==> src/rtl/reaction_timer_ctrl.sv <==
// Reaction-timer sequencer: random pre-delay, GO phase with a BCD millisecond count,
// false-start detection and best-time tracking for the seven-segment path.
module reaction_timer_ctrl #(
    parameter int unsigned MIN_DELAY_MS = 1000,
    parameter int unsigned DELAY_SCALE  = 16
) (
    input  logic        clk,
    input  logic        reset,
    input  logic        tick_ms,
    input  logic        start_btn,
    input  logic        stop_btn,
    input  logic [6:0]  rand_in,
    output logic        led_go,
    output logic        running,
    output logic        false_start,
    output logic [15:0] bcd_time,
    output logic [15:0] best_bcd,
    output logic [2:0]  state_o
);

    typedef enum logic [2:0] {
        S_IDLE  = 3'd0,
        S_DELAY = 3'd1,
        S_RUN   = 3'd2,
        S_DONE  = 3'd3,
        S_FOUL  = 3'd4
    } state_t;

    state_t      state_q, state_d;
    logic [15:0] delay_q, delay_d;
    logic [15:0] bcd_q, bcd_d;
    logic [15:0] best_q, best_d;
    logic        fs_q, fs_d;
    logic        led_q, led_d;
    logic        run_q, run_d;
    logic [15:0] delay_load;
    logic [15:0] bcd_inc;
    logic        carry;

    assign delay_load = 16'(MIN_DELAY_MS) + 16'(rand_in) * 16'(DELAY_SCALE);

    // Ripple increment across the four digits; holds at 9999.
    always_comb begin
        bcd_inc = bcd_q;
        carry   = 1'b0;
        if (bcd_q != 16'h9999) begin
            carry = 1'b1;
            for (int unsigned i = 0; i < 4; i++) begin
                if (carry) begin
                    if (bcd_q[4*i +: 4] == 4'd9) begin
                        bcd_inc[4*i +: 4] = 4'd0;
                    end else begin
                        bcd_inc[4*i +: 4] = bcd_q[4*i +: 4] + 4'd1;
                        carry             = 1'b0;
                    end
                end
            end
        end
    end

    always_comb begin
        state_d = state_q;
        delay_d = delay_q;
        bcd_d   = bcd_q;
        best_d  = best_q;
        fs_d    = fs_q;

        case (state_q)
            S_IDLE, S_DONE, S_FOUL: begin
                if (start_btn) begin
                    state_d = S_DELAY;
                    delay_d = delay_load;
                    bcd_d   = '0;
                    fs_d    = 1'b0;
                end
            end
            S_DELAY: begin
                if (stop_btn) begin
                    state_d = S_FOUL;
                    fs_d    = 1'b1;
                end else if (tick_ms) begin
                    delay_d = (delay_q == 16'd0) ? 16'd0 : delay_q - 16'd1;
                    if (delay_q <= 16'd1) begin
                        state_d = S_RUN;
                    end
                end
            end
            S_RUN: begin
                if (stop_btn) begin
                    state_d = S_DONE;
                    if (bcd_q < best_q) begin
                        best_d = bcd_q;
                    end
                end else if (tick_ms) begin
                    bcd_d = bcd_inc;
                end
            end
            default: begin
                state_d = S_IDLE;
            end
        endcase

        led_d = (state_d == S_RUN);
        run_d = (state_d == S_DELAY) || (state_d == S_RUN);
    end

    always_ff @(posedge clk or posedge reset) begin
        if (reset) begin
            state_q <= S_IDLE;
            delay_q <= '0;
            bcd_q   <= '0;
            best_q  <= 16'h9999;
            fs_q    <= 1'b0;
            led_q   <= 1'b0;
            run_q   <= 1'b0;
        end else begin
            state_q <= state_d;
            delay_q <= delay_d;
            bcd_q   <= bcd_d;
            best_q  <= best_d;
            fs_q    <= fs_d;
            led_q   <= led_d;
            run_q   <= run_d;
        end
    end

    assign led_go      = led_q;
    assign running     = run_q;
    assign false_start = fs_q;
    assign bcd_time    = bcd_q;
    assign best_bcd    = best_q;
    assign state_o     = state_q;

endmodule

==> config.mk <==
export PLATFORM = sky130hd
export DESIGN_NAME = reaction_timer_ctrl
export DESIGN_NICKNAME = d
export VERILOG_FILES = /design/src/rtl/reaction_timer_ctrl.sv
export SDC_FILE = /design/constraint.sdc
export NUM_CORES = 1
export LEC_CHECK = 0
export ABC_AREA = 0
export CAP_MARGIN = 15
export CORE_AREA = 8 8 102 104
export DETAILED_ROUTE_END_ITERATION = 8
export DIE_AREA = 0 0 110 112
export GPL_ROUTABILITY_DRIVEN = 0
export SLEW_MARGIN = 10
export SYNTH_ARGS = -nofsm -noshare
export SYNTH_HDL_FRONTEND = slang
export SYNTH_SLANG_ARGS = --single-unit
==> constraint.sdc <==
create_clock -name clk -period 3.8 [get_ports clk]
set_input_delay 0.76 -clock clk [delete_from_list [all_inputs] [get_ports clk]]
set_output_delay 0.76 -clock clk [all_outputs]
set_load 0.03 [all_outputs]
### Word level (Yosys, flattened, before mapping)

Index checks and enable logic that the tools add are counted.

| storage, ports and cells | value |
|---|---|
| bits in read-only memories | 0 |
| flip-flop bits (word level) | 54 |
| bits in latches | 0 |
| memories | 0 |
| output and inout bits | 38 |
| bits of input ports | 12 |
| bits in writable memories | 0 |

| cells by class | value |
|---|---|
| multiplexer cells | 34 |
| multiply operators | 0 |
| order comparisons | 2 |
| add/sub/neg operators | 6 |
| shifts and indexed selects | 0 |
| eq/ne operators | 21 |
| reduce and logical (&&, ||, !) cells | 13 |
| bitwise gates (word level) | 0 |
| divide/modulo/power cells | 0 |

Operator list:

| cell | count |
|---|---|
| 2-to-1 mux 16 bit | 8 |
| case mux 16 bit (2 select lines) | 2 |
| 2-to-1 mux 4 bit | 7 |
| inequality test 2 bit, second input constant | 10 |
| AND reduction 6 bit | 3 |
| adder 4 x 1 -> 4 bit, second input constant | 4 |
| == test 4 bit, second input constant | 4 |
| less-or-equal comparator 16 x 1 -> 1 bit, second input constant | 1 |
| zero test 16 bit | 1 |
| less-than comparator 16 bit | 1 |
| inequality test 16 bit, second input constant | 1 |
| subtractor 16 x 1 -> 16 bit, second input constant | 1 |
| 2-to-1 mux 3 bit | 5 |
| adder 10 x 11 -> 12 bit, first input constant | 1 |
| 2-to-1 mux 1 bit | 10 |
| == test 3 x 2 -> 1 bit, second input constant | 3 |
| case mux 3 bit (3 select lines) | 1 |
| == test 3 x 1 -> 1 bit, second input constant | 2 |
| AND reduction 3 bit | 2 |
| AND reduction 5 bit | 1 |
| AND reduction 4 bit | 1 |
| nonzero test 2 bit | 2 |
| == test 3 bit, second input constant | 1 |
| zero test 3 bit | 1 |
| 3 further kinds | 3 |

### Longest topological paths before layout

| logic depth | value |
|---|---|
| word-level depth | 12 |
| mapped depth | 8 |
| depth with buffers taken out | 7 |

### Worst setup path after synthesis

No wires, ideal clock.

| path | value |
|---|---|
| kind | register to register |
| start point | register best_q[7], in the netlist best_bcd[7] |
| end point | register best_q[2], in the netlist best_bcd[2] |
| buffers on the path | 1 |
| arrival | 2433 ps |
| clock period less this slack | 2558 ps |
| data required time | 3675 ps |
| setup slack | 1242 ps |
| stages on the path, launching flop included | 9 |
| cells stage by stage | dfstp_2 inv_1 ha_1 nand4_1 nor2_1 a211oi_1 o211ai_1 clkbuf_1 mux2_2 |

| between the ends | value |
|---|---|
| longest elaborated chain between the ends | 2 |

RTL lines:

| item | RTL line | source |
|---|---|---|
| from (decl) | 32 | `logic [15:0] best_q, best_d;` |
| from (signal assigned) | 120 | `best_q <= best_d;` |
| less-than comparator 16 bit | 91 | `if (bcd_q < best_q) begin` |
| AND reduction 3 bit (no line) | n/a |  |

No other way between the ends.
A chain may end at the register's enable or synchronous reset.

### Worst setup path after layout

| path | value |
|---|---|
| start point | register state_q[1], in the netlist state_o[1] |
| end point | register bcd_q[13], in the netlist bcd_time[13] |

| between the ends | value |
|---|---|
| longest elaborated chain between the ends | 4 |
| elaborated cells on any way between the ends | 13 |

RTL lines:

| item | RTL line | source |
|---|---|---|
| from (decl) | 29 | `state_t state_q, state_d;` |
| from (signal assigned) | 117 | `state_q <= state_d;` |
| == test 3 x 2 -> 1 bit (tied with other cells) | 68 | `case (state_q)` |
| OR reduction 3 bit | 68 |  |
| inequality test 2 bit (no line) / nonzero test 2 bit (equally long branches) | n/a |  |
| AND reduction 6 bit (no line) | n/a |  |
| to (signal assigned) | 111 | `bcd_q <= '0;` |
| to (signal assigned) | 119 | `bcd_q <= bcd_d;` |
| to (decl) | 31 | `logic [15:0] bcd_q, bcd_d;` |

Parallel ways exist; a longest one is shown, timed or not.

==> out/results.tsv <==
stage	metric	value	unit
critical_path	startpoint	state_o[1]$_DFF_PP0_	
run	maxCapViolations	0	
critical_path	worstPathRequired	4000	ps
sta	fin_crit	2670	ps
floorplan	core_area	8890	µm²
layout	stdcell_area	4090	µm²
synthesis	synthesis.nets	404	
floorplan	initial_core_util	0.383	
synthesis	yosys-top-cells-area	dfrtp_1 34%, ha_1 9.9%, dfstp_2 6.2%	
pwr	powerDensity	389	nW/µm²
synthesis	synth_top_area_frac	0.338	
routing	via_count	2854	
floorplan	rows	35	
synthesis	synth_top_area_cell	dfrtp_1	
routing	drcViolationCount	0	
critical_path	cp-end-kind	register	
routing	wire_per_inst	15.2	µm
sta	rsz0062_at_grt	no	
clocking	post_cts_resized	0	
synthesis	seq_area_frac_synth	0.400	
clocking	clock_sinks	54	
critical_path	arrival	2870	ps
sta	setup_tns	0	ps
clocking	h-tree-depth	2	
sta	period_share	0.702	
routing	viasPerCell	5.45	
pwr	peakVddDrop	0.000322	V
synthesis	netlist_area	3410	µm²
grt	grt_pass1_vias	2697	
layout	fin_util	0.460	
grt	grt_most_used_layer	met2	
synthesis	syn_inst	365	
pwr	switching_share	0.379	
layout	post_route_cells_drive_above_1_share	0.107	
clocking	cts_buffers	5	
sta	layout_setup_ws	1130	ps
placement	pre_cts_slack	844	ps
sta	hold_violations	0	
layout	area_growth	20.1	%
sta	max_freq	375	MHz
placement	hpwl	5940	µm
pwr	pwr-share-seq	0.473	
floorplan	die_h	112	µm
critical_path	reg2reg_from	state_o[1]$_DFF_PP0_	
layout	fill_cells	880	
sta	skew	10.9	ps
clocking	ctsHoldBuffers	0	
pwr	pwr-share-comb	0.322	
pwr	p_leak	1.77	nW
grt	grt_overflow	0	
sta	tightest_slew	888	ps
critical_path	r2r_setup_slack	1130	ps
clocking	cts_setup_buffers	0	
grt	grt_util_met3	0.0243	
grt	grtUsageMet1	0.164	
grt	grt_usage	0.130	
clocking	insertion_delay	310	ps
critical_path	start_kind	register	
hold_path	worstHoldPathType	register to register	
layout	antenna_cells	0	
routing	dr.pass1.iters	4	
synthesis	ys.warnings.count	0	
grt	grt_max_degree	40	
run_status	status	complete, no violations	
grt	antenna_found_initial	0	
sta	setup_viol	0	
clocking	cts_root_buffer	clkbuf_8	
critical_path	crit_fanout	19	
hold_path	min_from	delay_q[7]$_DFFE_PP0P_	
synthesis	async_reset_ff_frac	1.00	
routing	finalWirelength	7960	µm
pwr	p_clk_frac	0.204	
layout	final_nets	451	
routing	drtIter0Drc	109	
floorplan	die_area	12300	µm²
floorplan	die-width	110	µm
grt	grtUsageMet2	0.220	
pwr	p_int	0.988	mW
clocking	clkTransAtPathRegs	100	ps
synthesis	yosys_register_bits	54	
floorplan	ioPinCount	50	
placement	portBuffers	49	
grt	grt_pass1_wl	13100	µm
sta	drv_slew	0	
placement	post_dp_cell_area	4010	µm²
synthesis	synth_area_per_cell	9.33	µm²
critical_path	path_class	register to register	
synthesis	ys_types	53	
pwr	total_power	1.59	mW
clocking	clk_path_buf_depth	2	
routing	antenna_left	0	
synthesis	ys.flop_type	dfrtp_1	
pwr	netSwitchingPower	0.602	mW
sta	relSlewSlack	0.403	
clocking	cts_tree	built	
synthesis	synth_edf_count	0	
==> worst paths after layout <==
check,end,depth (start not counted)
max in group asynchronous,best_bcd[4]$_DFFE_PP1P_,3
max reg2reg,bcd_time[13]$_DFFE_PP0P_,5
min,delay_q[7]$_DFFE_PP0P_,1
min in group asynchronous,best_bcd[14]$_DFFE_PP0P_,2
min reg2reg,delay_q[7]$_DFFE_PP0P_,1
max,bcd_time[13]$_DFFE_PP0P_,5
==> registers in the layout (all words and copies together), names as in the netlist <==
signal / count
delay_q: 16
running: 1
best_bcd: 16
state_o: 3
led_go: 1
bcd_time: 16
false_start: 1
==> power by group through the flow <==
stage / clock network (mW) / logic [mW] / registers, mW
floorplan: 0 / 0.377 / 0.752
global placement: 0 / 0.506 / 0.757
detailed placement: 0 / 0.514 / 0.758
CTS: 0.333 / 0.517 / 0.750
global route: 0.355 / 0.569 / 0.766
finish: 0.325 / 0.513 / 0.753
==> Yosys cell counts, types with 2 or more instances <==
| master | count |
|---|---|
| a211oi_1 | 4 |
| a21o_1 | 2 |
| a21oi_1 | 12 |
| a221o_1 | 5 |
| a22o_1 | 4 |
| a31oi_1 | 2 |
| and4_1 | 3 |
| buf_2 | 2 |
| clkbuf_1 | 10 |
| dfrtp_1 | 46 |
| dfstp_2 | 8 |
| ha_1 | 27 |
| inv_1 | 28 |
| mux2_2 | 14 |
| mux2i_1 | 9 |
| nand2_1 | 33 |
| nand2b_1 | 7 |
| nand3_1 | 8 |
| nand3b_1 | 6 |
| nand4_1 | 2 |
| nor2_1 | 24 |
| nor2b_1 | 5 |
| nor3_1 | 14 |
| nor3b_1 | 4 |
| nor4_1 | 5 |
| o211ai_1 | 4 |
| o21a_1 | 2 |
| o21ai_0 | 33 |
| o22ai_1 | 5 |
| or2_2 | 3 |
| or3_1 | 4 |
| or4_1 | 7 |
| xnor2_1 | 3 |
==> per-layer routing <==
metal	vias to the layer above	part of all wire	wire length (µm)
met5	-	0	0
met4	0	0.0090	72
met3	5	0.045	359
met2	48	0.48	3820
met1	1394	0.47	3710
li1	1407	-	-
==> placed cells by master, fill, tap and decap left out, types with 5 or more instances in the layout <==
master | Yosys | final
or4_1 | 7 | 7
dfrtp_1 | 46 | 46
dfstp_2 | 8 | 8
o21ai_0 | 33 | 33
a221o_1 | 5 | 5
nor2b_1 | 5 | 5
nand2b_1 | 7 | 7
inv_1 | 28 | 27
clkbuf_8 | 0 | 5
nand2_1 | 33 | 33
clkdlybuf4s50_1 | 0 | 49
buf_4 | 1 | 5
nor2_1 | 24 | 24
mux2i_1 | 9 | 9
nor3_1 | 14 | 14
mux2_2 | 14 | 14
nand3b_1 | 6 | 6
nor4_1 | 5 | 5
o22ai_1 | 5 | 5
nand3_1 | 8 | 8
a21oi_1 | 12 | 12
ha_1 | 27 | 27
==> critical path, cell delays in order, from the launching register on <==
cell and delay, ps:
dfrtp_1 670, or3b_1 520, or4_1 530, and4_1 360, nand2_1 150, mux2_2 330
==> cells by family after synthesis <==
logic type                 Yosys count  share of synthesized area
xor gates and xnor gates             3                    0.00772
adders and majority gates           27                     0.0992
AOI/OAI and AO/OA                   82                      0.154
muxes                               23                     0.0727
buffers and inverters               42                     0.0503
and+or+nand+nor                    134                      0.216
DFF                                 54                      0.400
==> area by class of cell <==
type	instances	area, µm²	share of cell area
Timing Repair Buffer	54	528	0.129
Clock buffer	7	76.3	0.0187
Clock inverter	1	7.51	0.00184
Sequential cell	54	1360	0.333
Tap cell	111	139	0.0340
Multi-Input combinational cell	269	1870	0.458
Inverter	28	105	0.0257
==> metrics by stage <==
step	hold WS, ps	std cells
after global placement	492	516
after global routing	530	524
final	510	524
after CTS	510	524
after floorplan	459	365
after detailed placement	486	516
Power figures use the tool's default switching activity.
